===== src/rtl/alu_seq_pkg.sv =====
// Shared definitions for the ALU command front-end.
// Opcodes, FSM encoding and response flag positions.
package alu_seq_pkg;

  localparam logic [2:0] OP_ADD = 3'b000;
  localparam logic [2:0] OP_SUB = 3'b001;
  localparam logic [2:0] OP_AND = 3'b010;
  localparam logic [2:0] OP_OR  = 3'b011;
  localparam logic [2:0] OP_XOR = 3'b100;

  typedef enum logic [1:0] {
    IDLE = 2'd0,
    EXEC = 2'd1,
    RESP = 2'd2
  } state_e;

  localparam int FLG_CARRY = 0;
  localparam int FLG_ZERO  = 1;
  localparam int FLG_ERR   = 2;
  localparam int FLG_W     = 3;

endpackage


===== src/rtl/alu_exec_unit.sv =====
// Combinational 4-bit ALU function.
// Reserved opcodes give Y=0, carry=0 and raise err.
module alu_exec_unit
  import alu_seq_pkg::*;
(
  input  logic [2:0] op_i,
  input  logic [3:0] a_i,
  input  logic [3:0] b_i,
  output logic [3:0] y_o,
  output logic       carry_o,
  output logic       err_o
);

  // Opcode decode and arithmetic
  always_comb begin
    y_o     = 4'h0;
    carry_o = 1'b0;
    err_o   = 1'b0;
    case (op_i)
      OP_ADD: {carry_o, y_o} = {1'b0, a_i} + {1'b0, b_i};
      OP_SUB: begin
        y_o     = a_i - b_i;
        carry_o = (a_i < b_i);
      end
      OP_AND: y_o = a_i & b_i;
      OP_OR:  y_o = a_i | b_i;
      OP_XOR: y_o = a_i ^ b_i;
      default: err_o = 1'b1;
    endcase
  end

endmodule


===== src/rtl/alu_seq_ctrl.sv =====
// Sequential command front-end for the 4-bit ALU.
// IDLE accepts, EXEC computes, RESP holds until consumed.
module alu_seq_ctrl
  import alu_seq_pkg::*;
#(
  parameter logic [3:0] ACC_INIT = 4'h0,
  parameter int         CNT_W    = 8
) (
  input  logic             clk,
  input  logic             rst,
  input  logic             req_valid,
  output logic             req_ready,
  input  logic [2:0]       req_op,
  input  logic [3:0]       req_a,
  input  logic [3:0]       req_b,
  input  logic             req_use_acc,
  output logic             rsp_valid,
  input  logic             rsp_ready,
  output logic [3:0]       rsp_y,
  output logic             rsp_carry,
  output logic             rsp_zero,
  output logic             rsp_err,
  output logic [3:0]       acc,
  output logic [CNT_W-1:0] op_count,
  output logic             busy
);

  state_e             state_q, state_d;
  logic [2:0]         op_q, op_d;
  logic [3:0]         a_q, a_d;
  logic [3:0]         b_q, b_d;
  logic [3:0]         y_q, y_d;
  logic [FLG_W-1:0]   flg_q, flg_d;
  logic [3:0]         acc_q, acc_d;
  logic [CNT_W-1:0]   cnt_q, cnt_d;

  logic [3:0]         ex_y;
  logic               ex_c;
  logic               ex_err;

  alu_exec_unit u_exec (
    .op_i    (op_q),
    .a_i     (a_q),
    .b_i     (b_q),
    .y_o     (ex_y),
    .carry_o (ex_c),
    .err_o   (ex_err)
  );

  // Next-state, capture and result/update logic
  always_comb begin
    state_d   = state_q;
    op_d      = op_q;
    a_d       = a_q;
    b_d       = b_q;
    y_d       = y_q;
    flg_d     = flg_q;
    acc_d     = acc_q;
    cnt_d     = cnt_q;
    req_ready = 1'b0;
    rsp_valid = 1'b0;
    case (state_q)
      IDLE: begin
        req_ready = 1'b1;
        if (req_valid) begin
          op_d    = req_op;
          a_d     = req_use_acc ? acc_q : req_a;
          b_d     = req_b;
          state_d = EXEC;
        end
      end
      EXEC: begin
        y_d              = ex_y;
        flg_d[FLG_CARRY] = ex_c;
        flg_d[FLG_ZERO]  = !ex_err && (ex_y == 4'h0);
        flg_d[FLG_ERR]   = ex_err;
        if (!ex_err) begin
          acc_d = ex_y;
          if (cnt_q != {CNT_W{1'b1}})
            cnt_d = cnt_q + CNT_W'(1);
        end
        state_d = RESP;
      end
      RESP: begin
        rsp_valid = 1'b1;
        if (rsp_ready)
          state_d = IDLE;
      end
      default: state_d = IDLE;
    endcase
  end

  // State and datapath registers, synchronous reset
  always_ff @(posedge clk) begin
    if (rst) begin
      state_q <= IDLE;
      op_q    <= 3'b000;
      a_q     <= 4'h0;
      b_q     <= 4'h0;
      y_q     <= 4'h0;
      flg_q   <= '0;
      acc_q   <= ACC_INIT;
      cnt_q   <= '0;
    end else begin
      state_q <= state_d;
      op_q    <= op_d;
      a_q     <= a_d;
      b_q     <= b_d;
      y_q     <= y_d;
      flg_q   <= flg_d;
      acc_q   <= acc_d;
      cnt_q   <= cnt_d;
    end
  end

  assign rsp_y     = y_q;
  assign rsp_carry = flg_q[FLG_CARRY];
  assign rsp_zero  = flg_q[FLG_ZERO];
  assign rsp_err   = flg_q[FLG_ERR];
  assign acc       = acc_q;
  assign op_count  = cnt_q;
  assign busy      = (state_q != IDLE);

endmodule

===== config.mk =====
export PLATFORM = sky130hd
export DESIGN_NAME = alu_seq_ctrl
export DESIGN_NICKNAME = d
export VERILOG_FILES = /design/src/rtl/alu_seq_pkg.sv /design/src/rtl/alu_exec_unit.sv /design/src/rtl/alu_seq_ctrl.sv
export SDC_FILE = /design/constraint.sdc
export NUM_CORES = 1
export LEC_CHECK = 0
export ABC_AREA = 1
export CORE_UTILIZATION = 40
export CTS_BUF_LIST = sky130_fd_sc_hd__clkbuf_4 sky130_fd_sc_hd__clkbuf_8
export CTS_CLUSTER_DIAMETER = 80
export DETAILED_ROUTE_END_ITERATION = 7
export PLACE_DENSITY = 0.76
export SYNTH_ARGS = -nofsm -noshare
export SYNTH_HDL_FRONTEND = slang
export SYNTH_SLANG_ARGS = --single-unit

===== constraint.sdc =====
create_clock -name clk -period 2.35 [get_ports clk]
set_input_delay 0.5875 -clock clk [delete_from_list [all_inputs] [get_ports clk]]
set_output_delay 0.5875 -clock clk [all_outputs]
set_load 0.05 [all_outputs]

; ---- Yosys cells after proc, flatten, opt, wreduce, memory -nomap -nowiden
; Index checks and enable logic that the tools add are counted.
[totals]
latch_bits = 0
register_bits = 32
memories = 0
ram_bits = 0
in_bits = 16
rom_bits = 0
[classes]
n_shift = 0
mux = 9
reduce_logical = 10
n_mul = 0
n_addsub = 3
eq_ne = 9
magnitude_cmp = 1
bitwise = 3
n_div = 0
[ops]
columns = cell, n
row1 = $pmux 4 s5, 1
row2 = $add 8x1->8 const B, 1
row3 = $ne 8x8->1 const B, 1
row4 = $eq 3x2->1 const B, 2
row5 = $pmux 2 s3, 1
row6 = $reduce_and 2->1, 3
row7 = $add 4x4->5, 1
row8 = $reduce_or 5->1, 1
row9 = $and 4x4->4, 1
row10 = $logic_not 4->1, 1
row11 = $lt 4x4->1, 1
row12 = $mux 2, 2
row13 = $mux 4, 1
row14 = $ne 2x2->1 const B, 2
row15 = $or 4x4->4, 1
row16 = $sub 4x4->4, 1
row17 = $xor 4x4->4, 1
row18 = $eq 3x1->1 const B, 1
row19 = $eq 3x3->1 const B, 1
row20 = $logic_not 3->1, 1
row21 = $mux 1, 3
row22 = $reduce_and 3->1, 1
row23 = $eq 2x1->1 const B, 1
row24 = $eq 2x2->1 const B, 1
row25 = 4 further kinds, 4

; ---- Longest topological paths before layout
[depth]
ltp_word = 4
mapped_depth = 13

; ---- Cells and area by module
; A second synthesis with hierarchy kept.
[unflattened]
hier_cells = 274
area_unflattened_um2 = 1891.8
[modules_own_cells]
columns = module, area_each_um2, cells_each, instances, seq_area_each_um2
row1 = alu_seq_ctrl, 1361.3, 181, 1, 640.6
row2 = alu_exec_unit, 530.5, 93, 1, 0.0

; ---- Least setup slack after synthesis
; Ideal clock, no wire load.
[synth_path]
path_kind = register to output
startpoint = register state_q[1]
endpoint = output port busy
required_time_ns = 1.762
arrival_time_ns = 1.560
setup_slack_ns = 0.203
path_stages_with_launch = 3
path_cell_list = dfxtp_1 nor2_1 inv_1
[synth_via]
elab_chain_cells = 1
[synth_rtl]
columns = item, line
row1 = "start, declared", alu_seq_ctrl.sv:28  ; state_e state_q, state_d;
row2 = "start signal, assigned", alu_seq_ctrl.sv:105  ; state_q <= state_d;
row3 = $reduce_bool 2->1, alu_seq_ctrl.sv:122  ; assign busy = (state_q != IDLE);
row4 = "end, declared", alu_seq_ctrl.sv:25  ; output logic busy
; No other way between the ends.

; ---- Worst setup path in the final report
; Same ends and word-level chain as after synthesis.

==> impl_metrics.py <==
metrics = {
    "outcome": {
        "status": "finished clean",
    },
    "logic_synthesis": {
        "yosysWarnings": 0,
        "ys_seq_elements": 32,
        "yosys-top-cells-area": "dfxtp_1 35%, nand2_1 9.9%, ha_1 8.8%",
        "synth_flop_cell": "dfxtp_1",
        "async_flop_share": 0,
        "syn-num-nets": 288,
        "yosysUniqueCellTypes": 30,
        "synth_common_cells": "49 x nand2_1, 36 x inv_1, 32 x dfxtp_1, 32 x nand3_1, 32 x nor2_1",
        "syn_area_per_cell_um2": 7.20,
        "synth_area_mm2": 0.00185,
        "synth_edf_count": 0,
        "synth_top_area_frac": 0.346,
        "synth.most_common_cell": "nand2_1",
        "synth_cells": 257,
        "seq_area_frac_synth": 0.346,
        "synth_top_area_cell": "dfxtp_1",
    },
    "cts": {
        "root_buffer": "clkbuf_8",
        "post_cts_buffers": 0,
        "insertion_delay_ns": 0.28,
        "cts_num_sinks": 32,
        "clk_pin_slew_ns": 0.07,
        "cts_hold_buf": 0,
        "clockBufferDepth": 2,
        "cts_tree": "built",
        "htree_num_levels": 2,
        "cts_inserted_buffers": 5,
        "post_cts_resized": 0,
    },
    "critical_path": {
        "critPathLaunch": "state_q[1]$_SDFFE_PP0P_",
        "cp_num_buf_inv": 2,
        "crit_fanout": 3,
        "crit_family": "buffers and inverters",
        "slowest_delay_ns": 0.79,
        "worst-setup-path-type": "reg2out",
        "path_cells": "nor2_1, inv_1, clkdlybuf4s50_1",
        "crit_required_ns": 1.76,
        "worst_setup_path_end_kind": "output port",
        "cpMaxStageDelayCell": "clkdlybuf4s50_1",
        "r2r_start": "a_q[1]$_SDFFE_PP0P_",
        "worstSetupStartpointType": "register",
        "arrival_ns": 1.67,
    },
    "power_and_ir_drop": {
        "p_per_area_mw_per_mm2": 649,
        "p_sw_frac": 0.299,
        "combPwrFrac": 0.234,
        "p_leak_nw": 1.07,
        "netSwitchingPower_mw": 0.461,
        "power_frac_seq": 0.395,
        "internal_power_mw": 1.08,
        "p_total_mw": 1.55,
        "ir_drop_mv": 0.365,
        "p_clk_frac": 0.371,
    },
    "route": {
        "wire_per_inst_um": 11.7,
        "drt_iter0_markers": 78,
        "num_vias": 1752,
        "routed_wl_mm": 4.09,
        "first_pass_iters": 4,
        "drtAntennaViolNets": 0,
        "drc_errors": 0,
        "vias_per_cell": 5.02,
    },
    "place": {
        "dp_hpwl_mm": 3.12,
        "portBuffers": 37,
        "place_ws_ns": 0.379,
        "place.gp.congestion": 0.916,
    },
    "layout": {
        "fin_nets": 327,
        "multiInputGateArea_mm2": 0.00101,
        "syn2layout_area_growth_pct": 28.7,
        "drive_gt1_frac": 0.0707,
        "diodes": 0,
        "seq_area_um2": 641,
        "fill_cells": 417,
    },
    "global_route": {
        "globalRouteOverflowTotal": 0,
        "grt_pass1_vias": 1587,
        "grt_start_max_net_pins": 24,
        "grt_pass1_wl_mm": 6.82,
        "antenna_found_initial": 0,
        "grt.total_usage": 0.172,
    },
    "floorplan": {
        "die_h_um": 70.0,
        "start_util": 0.422,
        "ios": 38,
        "rows": 24,
        "core-area_mm2": 0.00438,
        "dieArea_mm2": 0.00490,
        "die_w_um": 70.0,
    },
    "timing": {
        "worst_slew_pin_slew_ns": 0.500,
        "worst_slack_ns": 0.0877,
        "hold_slack_ns": 0.473,
        "slew_headroom": 0.666,
        "tns_ns": 0,
        "slew_viol_final": 0,
        "finalHoldViolations": 0,
        "fin_crit_sh": 0.963,
        "finalSetupViolCount": 0,
        "fmax_ghz": 0.442,
        "period_needed_ns": 2.26,
        "clock_skew_ns": 0.00390,
        "rsz0062_at_grt": "false",
    },
    "worst_hold_path": {
        "hold_class": "reg2reg",
        "worstHoldStart": "flg_q[2]$_SDFFE_PP0P_",
    },
    "run": {
        "drv_cap": 0,
    },
}
==> state kept, by name, summed over array words and instances (netlist names) <==
| signal | flops |
|---|---|
| op_count | 8 |
| a_q | 4 |
| acc | 4 |
| b_q | 4 |
| rsp_y | 4 |
| flg_q | 3 |
| op_q | 3 |
| state_q | 2 |
==> worst reg2reg max path: stages, from the launching register on <==
cell     delay [ns]
dfxtp_1        0.45
inv_1          0.14
fa_1           0.54
inv_1          0.03
nand2_1        0.05
nand2_1        0.05
nor2_1         0.17
nand3_1        0.12
nor2_1         0.11
nor2_1         0.04
nor2_1         0.07
==> cells by family (layout without fill, tap and decap cells) <==
group                    count (synthesis)  after routing  synth area share
adder cells (fa/ha/maj)                 15             15             0.110
AND/OR/NAND/NOR                        120            120             0.283
AO/OA/AOI/OAI                           41             41             0.141
buffers and inverters                   46             86             0.106
XOR/XNOR                                 3              3            0.0142
flip-flops                              32             32             0.346
==> final timing paths <==
path                            slack (ns)  depth (start not counted)                     to
worst min register to register        0.47                          1  flg_q[2]$_SDFFE_PP0P_
worst min-delay path                  0.47                          1  flg_q[2]$_SDFFE_PP0P_
worst max register to register        0.53                         10  flg_q[1]$_SDFFE_PP0P_
worst max-delay path                  0.09                          3                   busy
==> metal layers <==
layer  global-route usage  vias up  wire length, um
li1                     -      902                -
met1                0.214      804             1890
met2                0.294       38             1960
met3               0.0433        8              188
met4               0.0444        0               53
met5                    0        -                0
==> stage by stage <==
stage	cells	area [um^2]	util
global placement	341	2250	0.514
floorplan	257	1850	-
detailed placement	341	2250	0.514
CTS	349	2380	0.543
global route	349	2380	0.543
finish	349	2380	0.543
==> power by group through the flow <==
stage / combinational [mW] / sequential, mW / clock [mW]
finish: 0.361 / 0.610 / 0.574
global placement: 0.361 / 0.621 / 0
detailed placement: 0.362 / 0.622 / 0
CTS: 0.364 / 0.610 / 0.590
global route: 0.400 / 0.615 / 0.609
floorplan: 0.216 / 0.660 / 0
==> cell usage in the layout (no fill, tap or decap), types with 2 or more instances in the layout <==
| cell | instances |
|---|---|
| nand2_1 | 49 |
| inv_1 | 36 |
| clkdlybuf4s50_1 | 36 |
| nor2_1 | 32 |
| nand3_1 | 32 |
| dfxtp_1 | 32 |
| a21oi_1 | 16 |
| ha_1 | 13 |
| o21ai_0 | 10 |
| a211oi_1 | 8 |
| clkbuf_8 | 7 |
| buf_4 | 4 |
| nor3_1 | 3 |
| o21ai_2 | 2 |
| xor2_1 | 2 |
| fa_1 | 2 |
==> final cells by class <==
cell class	instances	share of cell area
Clock buffer	7	0.0405
Clock inverter	1	0.0126
Inverter	38	0.0610
Multi-Input combinational cell	179	0.425
Sequential cell	32	0.269
Tap cell	52	0.0273
Timing Repair Buffer	40	0.164
(Power assumes the default switching activity.)
